===== src/rtl/seq_addsub_bcd_disp_pkg.sv =====
// Shared definitions for the add/subtract BCD display core: FSM state
// encoding and active-low 7-segment patterns ({g,f,e,d,c,b,a}, 0 = lit).
package seq_addsub_bcd_disp_pkg;

  typedef enum logic [1:0] {
    ST_IDLE = 2'd0,
    ST_CALC = 2'd1,
    ST_CONV = 2'd2,
    ST_DONE = 2'd3
  } state_t;

  localparam logic [6:0] SEG_0     = 7'h40;
  localparam logic [6:0] SEG_1     = 7'h79;
  localparam logic [6:0] SEG_2     = 7'h24;
  localparam logic [6:0] SEG_3     = 7'h30;
  localparam logic [6:0] SEG_4     = 7'h19;
  localparam logic [6:0] SEG_5     = 7'h12;
  localparam logic [6:0] SEG_6     = 7'h02;
  localparam logic [6:0] SEG_7     = 7'h78;
  localparam logic [6:0] SEG_8     = 7'h00;
  localparam logic [6:0] SEG_9     = 7'h10;
  localparam logic [6:0] SEG_BLANK = 7'h7F;

endpackage


===== src/rtl/bin2bcd_seq.sv =====
// Sequential double-dabble converter: one shift per clock for W cycles.
// load captures the binary value; valid is high during the cycle whose
// closing edge performs the final shift, and bcd then presents the value
// that shift produces so the caller can register it on that same edge.
module bin2bcd_seq #(
  parameter int W      = 9,
  parameter int DIGITS = 3
) (
  input  logic                  clk,
  input  logic                  rst_n,
  input  logic                  load,
  input  logic [W-1:0]          bin,
  output logic                  busy,
  output logic                  valid,
  output logic [4*DIGITS-1:0]   bcd
);

  localparam int SW = 4*DIGITS + W;
  localparam int CW = $clog2(W);

  logic [SW-1:0] sr;
  logic [SW-1:0] sr_adj;
  logic [SW-1:0] sr_next;
  logic [CW-1:0] cnt;
  logic          run;

  // Add-3 correction on every BCD nibble >= 5, then shift left by one.
  always_comb begin
    sr_adj = sr;
    for (int i = 0; i < DIGITS; i++) begin
      if (sr[W+4*i +: 4] >= 4'd5) sr_adj[W+4*i +: 4] = sr[W+4*i +: 4] + 4'd3;
    end
    sr_next = sr_adj << 1;
  end

  assign busy  = run;
  assign valid = run && (cnt == CW'(W-1));
  assign bcd   = sr_next[W +: 4*DIGITS];

  // Shift register and shift counter.
  always_ff @(posedge clk or negedge rst_n) begin
    if (!rst_n) begin
      // NOTE: sequential state uses non-blocking assignments so every register samples pre-edge values.
      sr  <= '0;
      cnt <= '0;
      run <= 1'b0;
    end else if (load) begin
      sr  <= {{(4*DIGITS){1'b0}}, bin};
      cnt <= '0;
      run <= 1'b1;
    end else if (run) begin
      sr <= sr_next;
      if (cnt == CW'(W-1)) run <= 1'b0;
      else                 cnt <= cnt + 1'b1;
    end
  end

endmodule


===== src/rtl/disp7control.sv =====
// Single-digit BCD to active-low 7-segment decoder. Codes 10-15 are not
// valid BCD and are shown as a blank digit.
module disp7control
  import seq_addsub_bcd_disp_pkg::*;
(
  input  logic [3:0] digit,
  output logic [6:0] seg
);

  // Pure lookup from nibble to segment pattern.
  always_comb begin
    // NOTE: every always_comb output gets a default first so no path can leave it unassigned and infer a latch.
    seg = SEG_BLANK;
    case (digit)
      4'd0: seg = SEG_0;
      4'd1: seg = SEG_1;
      4'd2: seg = SEG_2;
      4'd3: seg = SEG_3;
      4'd4: seg = SEG_4;
      4'd5: seg = SEG_5;
      4'd6: seg = SEG_6;
      4'd7: seg = SEG_7;
      4'd8: seg = SEG_8;
      4'd9: seg = SEG_9;
      default: seg = SEG_BLANK;
    endcase
  end

endmodule


===== src/rtl/seq_addsub_bcd_disp.sv =====
// Sequential add/subtract unit with decimal 7-segment display. Operands are
// latched on an accepted start, the N+1-bit magnitude is converted to BCD
// one bit per cycle, and all visible outputs update together on DONE entry.
module seq_addsub_bcd_disp
  import seq_addsub_bcd_disp_pkg::*;
#(
  parameter int N        = 8,
  parameter int DIGITS   = 3,
  parameter int BLANK_LZ = 1
) (
  input  logic                CLOCK_50,
  input  logic                reset_n,
  input  logic [N-1:0]        a,
  input  logic [N-1:0]        b,
  input  logic                mode,
  input  logic                start,
  output logic                busy,
  output logic                done,
  output logic                cout,
  output logic                neg,
  output logic [4*DIGITS-1:0] bcd,
  output logic [7*DIGITS-1:0] seg
);

  state_t state, state_nxt;

  logic [N-1:0]        a_q, b_q;
  logic                mode_q;
  logic [N:0]          mag;
  logic                res_cout, res_neg;
  logic                conv_load, conv_busy, conv_valid;
  logic [4*DIGITS-1:0] conv_bcd;
  logic [7*DIGITS-1:0] seg_raw, seg_next;
  logic [DIGITS-1:0]   blank;
  logic                zero_above;

  // FSM state register.
  always_ff @(posedge CLOCK_50 or negedge reset_n) begin
    if (!reset_n) state <= ST_IDLE;
    else          state <= state_nxt;
  end

  // Next-state logic.
  always_comb begin
    state_nxt = state;
    case (state)
      ST_IDLE: if (start) state_nxt = ST_CALC;
      ST_CALC: state_nxt = ST_CONV;
      ST_CONV: if (conv_valid) state_nxt = ST_DONE;
      ST_DONE: state_nxt = ST_IDLE;
      default: state_nxt = ST_IDLE;
    endcase
  end

  assign busy      = (state != ST_IDLE);
  assign done      = (state == ST_DONE);
  assign conv_load = (state == ST_CALC) && !conv_busy;

  // Operand capture on the accepting edge only.
  always_ff @(posedge CLOCK_50 or negedge reset_n) begin
    if (!reset_n) begin
      a_q    <= '0;
      b_q    <= '0;
      mode_q <= 1'b0;
    end else if (state == ST_IDLE && start) begin
      a_q    <= a;
      b_q    <= b;
      mode_q <= mode;
    end
  end

  // Add/subtract datapath producing magnitude, carry/borrow and sign.
  always_comb begin
    mag      = {1'b0, a_q} + {1'b0, b_q};
    res_cout = mag[N];
    res_neg  = 1'b0;
    if (mode_q) begin
      if (a_q >= b_q) begin
        mag      = {1'b0, a_q} - {1'b0, b_q};
        res_cout = 1'b0;
      end else begin
        mag      = {1'b0, b_q} - {1'b0, a_q};
        res_cout = 1'b1;
        res_neg  = 1'b1;
      end
    end
  end

  bin2bcd_seq #(
    .W      (N + 1),
    .DIGITS (DIGITS)
  ) u_bin2bcd (
    .clk   (CLOCK_50),
    .rst_n (reset_n),
    .load  (conv_load),
    .bin   (mag),
    .busy  (conv_busy),
    .valid (conv_valid),
    .bcd   (conv_bcd)
  );

  for (genvar g = 0; g < DIGITS; g++) begin : g_digit
    disp7control u_disp (
      .digit (conv_bcd[4*g +: 4]),
      .seg   (seg_raw[7*g +: 7])
    );
  end

  // Leading-zero detection from the most significant digit downwards.
  always_comb begin
    blank      = '0;
    zero_above = 1'b1;
    for (int i = DIGITS - 1; i > 0; i--) begin
      zero_above = zero_above && (conv_bcd[4*i +: 4] == 4'd0);
      blank[i]   = zero_above && (BLANK_LZ != 0);
    end
  end

  // Blanking mux in front of the segment registers.
  always_comb begin
    seg_next = seg_raw;
    for (int i = 0; i < DIGITS; i++) begin
      if (blank[i]) seg_next[7*i +: 7] = SEG_BLANK;
    end
  end

  // Visible result registers, all updated together on DONE entry.
  always_ff @(posedge CLOCK_50 or negedge reset_n) begin
    if (!reset_n) begin
      bcd  <= '0;
      cout <= 1'b0;
      neg  <= 1'b0;
      for (int i = 0; i < DIGITS; i++) begin
        seg[7*i +: 7] <= (i == 0 || BLANK_LZ == 0) ? SEG_0 : SEG_BLANK;
      end
    end else if (state == ST_CONV && conv_valid) begin
      bcd  <= conv_bcd;
      cout <= res_cout;
      neg  <= res_neg;
      seg  <= seg_next;
    end
  end

endmodule


===== config.mk =====
export PLATFORM = sky130hd
export DESIGN_NAME = seq_addsub_bcd_disp
export DESIGN_NICKNAME = d
export VERILOG_FILES = /design/src/rtl/seq_addsub_bcd_disp_pkg.sv /design/src/rtl/bin2bcd_seq.sv /design/src/rtl/disp7control.sv /design/src/rtl/seq_addsub_bcd_disp.sv
export SDC_FILE = /design/constraint.sdc
export NUM_CORES = 1
export LEC_CHECK = 0
export ABC_AREA = 1
export BUFFER_PORTS_ARGS = -buffer_cell sky130_fd_sc_hd__buf_2
export CAP_MARGIN = 20
export CORE_MARGIN = 3
export CORE_UTILIZATION = 35
export CTS_BUF_LIST = sky130_fd_sc_hd__clkbuf_4 sky130_fd_sc_hd__clkbuf_8
export DETAILED_ROUTE_END_ITERATION = 10
export PLACE_DENSITY = 0.56
export SYNTH_ARGS = -nofsm -noshare
export SYNTH_HDL_FRONTEND = slang
export SYNTH_SLANG_ARGS = --single-unit

===== constraint.sdc =====
create_clock -name CLOCK_50 -period 2.2 [get_ports CLOCK_50]
set_input_delay 0.22 -clock CLOCK_50 [delete_from_list [all_inputs] [get_ports CLOCK_50]]
set_output_delay 0.22 -clock CLOCK_50 [all_outputs]
set_load 0.02 [all_outputs]

-- Word-level counts from Yosys, hierarchy flattened
Memories as Yosys holds them, arrays and structs flattened. A register that Yosys moved wholly into a read port is not among the register bits.
Cells that the tools add are included.
W data, S select, Z words.
- add/sub/neg operators: 7
- magnitude comparators: 4
- equality and inequality tests: 7
- muxes and demuxes: 21
- reductions and logical operators: 14
- operators with widths (cell ; count):
    $mux W21 ; 2
    $mux W4 ; 5
    $mux W9 ; 2
    $sub A8 B8 Y9 ; 2
    $mux W7 ; 2
    $ge A4 B3 Y1 const B ; 3
    $add A8 B8 Y9 ; 1
    $add A4 B2 Y4 const B ; 2
    $ge A8 B8 Y1 ; 1
    $logic_not A4 Y1 ; 2
    $pmux W2 S4 ; 1
    $mux W1 ; 6
    $ne A2 B2 Y1 const B ; 3
    $logic_and A1 B1 Y1 ; 5
    $add A4 B1 Y4 const B ; 1
    $eq A2 B2 Y1 const B ; 2
    $eq A4 B4 Y1 const B ; 1
    $mux W2 ; 2
    $reduce_and A2 Y1 ; 2
    $reduce_bool A2 Y1 ; 2
    $add A3 B2 Y3 const B ; 1
    $mux W3 ; 1
    $eq A2 B1 Y1 const B ; 1
    $logic_not A1 Y1 ; 2
    $logic_not A2 Y1 ; 1
- flip-flop bits (word level): 80
- bits in read-only memories: 336
- input port bits: 20
- output and inout port bits: 37
- logic and storage cells: 67
- memories: 3
- memories (name ; words ; width ; read ports ; clocked after Yosys merged registers in ; wr ports ; line ; text):
    (name not given) ; 16 ; 7 ; 1 ; 1 ; 0 ; disp7control.sv:14 ; case (digit)
    (name not given) ; 16 ; 7 ; 1 ; 0 ; 0 ; disp7control.sv:14 ;
    (name not given) ; 16 ; 7 ; 1 ; 0 ; 0 ; disp7control.sv:14 ;

-- Depth between registers and ports, before layout
- depth after elaboration: 5
- mapped depth: 15
- depth with buffers taken out: 15

-- Modules after synthesis
From an unflattened synthesis, not the netlist that was laid out.
- cell total of the unflattened synthesis: 768
- area, all modules: 5552.8 um2
- by module, submodules not included (module ; instances ; cells an instance ; area each (um2) ; sequential area each (um2)):
    seq_addsub_bcd_disp ; 1 ; 472 ; 3508.4 ; 1370.1
    bin2bcd_seq ; 1 ; 191 ; 1481.4 ; 650.6
    disp7control ; 3 ; 35 ; 187.7 ; 0.0

-- Worst setup path after synthesis
Ideal clock, no wire load.
- kind: flip-flop to flip-flop
- from: reg u_bin2bcd.sr[9]
- to: reg seg[3]
- data arrival time: 1.912 ns
- path slack: 0.156 ns
- cell stages (with the launch flop): 12
- path buffers: 0
- period minus slack after synthesis: 2.044 ns
- path through: dfrtp_1 > inv_1 > ha_1 > inv_1 > nand2_1 > nand3_2 > xor2_2 > inv_1 > ha_1 > or2_2 > nand3_1 > a2bb2oi_1
- cells in the longest elaborated chain, start to end: 2
- elaborated cells on any way between the ends: 3
- those cells by class: add/sub: 1; order compare: 1; mux: 1
- ends and longest elaborated chain (element ; line ; text):
    start, declared ; bin2bcd_seq.sv:21 ; logic [SW-1:0] sr;
    start signal, assigned ; bin2bcd_seq.sv:48 ; sr <= {{(4*DIGITS){1'b0}}, bin};
    start signal, assigned ; bin2bcd_seq.sv:52 ; sr <= sr_next;
    $add A4 B2 Y4 / $ge A4 B3 Y1 (equally long branches) ; bin2bcd_seq.sv:31 ; if (sr[W+4*i +: 4] >= 4'd5) sr_adj[W+4*i +: 4] = sr[W+4*i +: 4] + 4'd3;
    $mux W4 * ; bin2bcd_seq.sv:31 ;
    named net conv_bcd[1] ; seq_addsub_bcd_disp.sv:32 ; logic [4*DIGITS-1:0] conv_bcd;
    end, declared ; seq_addsub_bcd_disp.sv:22 ; output logic [7*DIGITS-1:0] seg
Mark *: on every way through the listed nets, which the timed path passes. The rest lies on a longest branch.
A chain may end at the register's enable or synchronous reset.

-- Final worst setup path
Ends and elaborated chain as after synthesis.

==> results.toml <==
[route]
route.detailed.drc = 0
detail-route-antenna-nets = 0
post_drt_via_cell_ratio = 4.84
dr.pass1.iters = 5
wl_per_cell_um = 13.1
route.final.wire_length_mm = 12.3
dr_total_vias = 4525
initialDrtViolationCount = 286

[worst_setup_path]
critPathMaxFanout = 4
critical_path_required_ps = 2450
crit_path_start_kind = "flip-flop"
worst-endpoint-arrival_ps = 2310
critPathKind = "reg -> reg"
rrSetupSlack_ps = 140
r2r.worst_path.cells = 11
worst_r2r_endpoint = "seg[3]"
critPathCaptureType = "flip-flop"
worst_r2r_startpoint = "u_bin2bcd.sr[9]"

[global_routing]
grt_remaining_overflow = 0
number_of_global_route_vias_before_repair = 4345
maximum_number_of_pins_on_one_net_before_global_route_repair = 38
grt_antenna_before_repair = 0
grt_util_all_layers = 0.151
grt_first_pass_wirelength_mm = 20.6

[yosys]
post_synth.cell_area_avg_sq_um = 8.06
synth.area.top_cells = "dfrtp_1 30%, nand2_1 13%, ha_1 12%"
synth_warnings = 0
seq_area_frac_synth = 0.376
synth-main-ff-cell = "dfrtp_1"
post_synth_instance_area_sq_um = 5380
ys_types = 50
synth_top_cell_by_area = "dfrtp_1"
yosys_register_bits = 80
synthesis.instances = 667
synth.top_cell.area_share = 0.303
yosysMostFrequentCell = "nand2_1"
postSynth.asyncResetShare = 1.00
synth.cells.most_frequent = "186 x nand2_1, 65 x dfrtp_1, 63 x inv_1"
synth_enable_flop_cells = 0
synth.net_count = 742

[clock_tree]
h-tree-depth = 3
worst_skew_pair.late_latency_ps = 370
clock_tree.root_cell = "clkbuf_8"
clock_sink_count = 80
clk_transition_reported_paths_ps = 90
cts-buffers-inserted = 9
tritoncts_clock_tree = "done"
cts.path.max_buffers = 2

[die]
floorplan.rows = 44
initial_core_util = 0.364
chipWidth_um = 130
die_h_um = 130
ios = 57
core_area_sq_um = 14800
die_area_sq_um = 16900

[timing]
period_minus_slack_ps = 2060
tightest_slew_ps = 495
clock_skew_ps = 9.14
finalCritPeriodShare = 0.937
fin_setup_tns_ps = 0
finalSetupViolations = 0
relSlewSlack = 0.670
rsz_0062_raised_after_global_routing = "true"
finalHoldViolations = 0
final_max_slew_viol_count = 0
timing.fmax_ghz = 0.485

[hold_path]
worstHoldPathCells = 3
worstHoldStart = "b[5]"
timing.hold.worst_endpoint = "b_q[5]"
timing.hold.worst.class = "in -> reg"

[placement]
detailed_place_hpwl_mm = 9.46
io_buffers = 56
gp_routability_congestion = 0.880
detailed_place.area_sq_um = 5950
dp.cells = 909

[status]
run_status = "complete, no violations"

[final_layout]
regArea_sq_um = 2020
stdcell_area_sq_um = 6250
antennaDiodeCount = 0
post_route_cells_drive_above_1_share = 0.248
layout.nets = 820
stdcell_count = 934
multi_input_area_sq_um = 2970
area_growth_syn_to_layout_pct = 16.3
layout.filler_cells = 1518

[flow_run]
cap_violations = 0
==> stage by stage <==
stage,setup slack (ps),hold WS [ps],utilization
after CTS,61.9,62.8,0.418
final,138,90.8,0.424
after global routing,-11.5,76.1,0.424
after floorplan,156,-75.6,-
after detailed placement,13.6,224,0.403
after global placement,74.2,217,0.403
==> routing by layer <==
layer,wire length (um),up-vias,track usage
met5,0,-,0
met4,119,0,0.0367
met3,592,9,0.0475
met2,5890,96,0.249
met1,5670,2113,0.194
li1,-,2307,-
==> worst max-delay path, stage by stage (launching register included) <==
cell,delay [ps]
dfrtp_1,410
inv_2,110
ha_2,190
inv_1,40
nand2_1,110
nand3_4,110
xor2_2,150
inv_1,90
ha_1,270
or2_2,310
nand3_1,80
a2bb2oi_1,60
==> timing repair <==
action | in CTS | in global routing
hold buffers | 1 | 0
setup buffers | 3 | 4
endpoints found under the setup margin | 3 | 16
pin swaps | 1 | 2
gates cloned | 0 | 1
hold endpoints to repair | 20 | 0
gates resized for setup | 1 | 12
==> flip-flops by register name, indices dropped and copies added (netlist names), 2 cells and up <==
name and flops:
a_q 8, b_q 8, bcd 12, seg 21, state 2, u_bin2bcd.cnt 4
u_bin2bcd.sr 21
==> worst max-delay path by stage <==
| stage | startpoint | to | slack, ps | depth (start not counted) |
|---|---|---|---|---|
| global route | u_bin2bcd.sr[14] | seg[13] | -10 | 14 |
| global placement | u_bin2bcd.sr[14] | seg[20] | 70 | 11 |
| detailed placement | u_bin2bcd.sr[18] | seg[11] | 10 | 13 |
| floorplan | u_bin2bcd.sr[9] | seg[3] | 160 | 11 |
| CTS | u_bin2bcd.sr[18] | seg[14] | 60 | 11 |
| finish | u_bin2bcd.sr[9] | seg[3] | 140 | 11 |
==> logic make-up after synthesis <==
logic type               synth area share
AND/OR/NAND/NOR                     0.245
flip-flops                          0.376
adder cells (fa/ha/maj)             0.132
buffers and inverters              0.0838
XOR/XNOR                           0.0291
AO/OA/AOI/OAI                       0.135
==> final cells by class <==
type / instances / share of cell area
multi-input cells: 481 / 0.475
flip-flops and latches: 80 / 0.323
repair buffers: 87 / 0.0848
inverters: 86 / 0.0520
well taps: 184 / 0.0368
clock buffers: 10 / 0.0210
clock inverters: 6 / 0.00720
==> cells in the final DEF (no fill, tap or decap), types with 4 or more instances in the layout <==
cell,netlist,layout
nand2_1,186,186
dfrtp_1,65,65
inv_1,63,61
buf_2,7,55
ha_1,52,48
a21oi_1,40,40
nand3_1,38,36
buf_4,6,30
nor2_1,30,29
inv_2,19,21
o21ai_0,21,21
dfstp_2,15,15
o22ai_1,14,14
nand2_2,10,10
xor2_1,9,9
clkbuf_8,0,9
o21ai_1,7,7
o211ai_1,7,7
a22oi_1,7,7
nand4_1,6,6
a2bb2oi_1,6,6
nor2_2,4,5
nand3_2,4,5
a21oi_2,3,4
ha_2,0,4
Power is left out: the tool's default activity adds up to more than one toggle a clock period on the data nets, which glitch-free logic cannot reach.
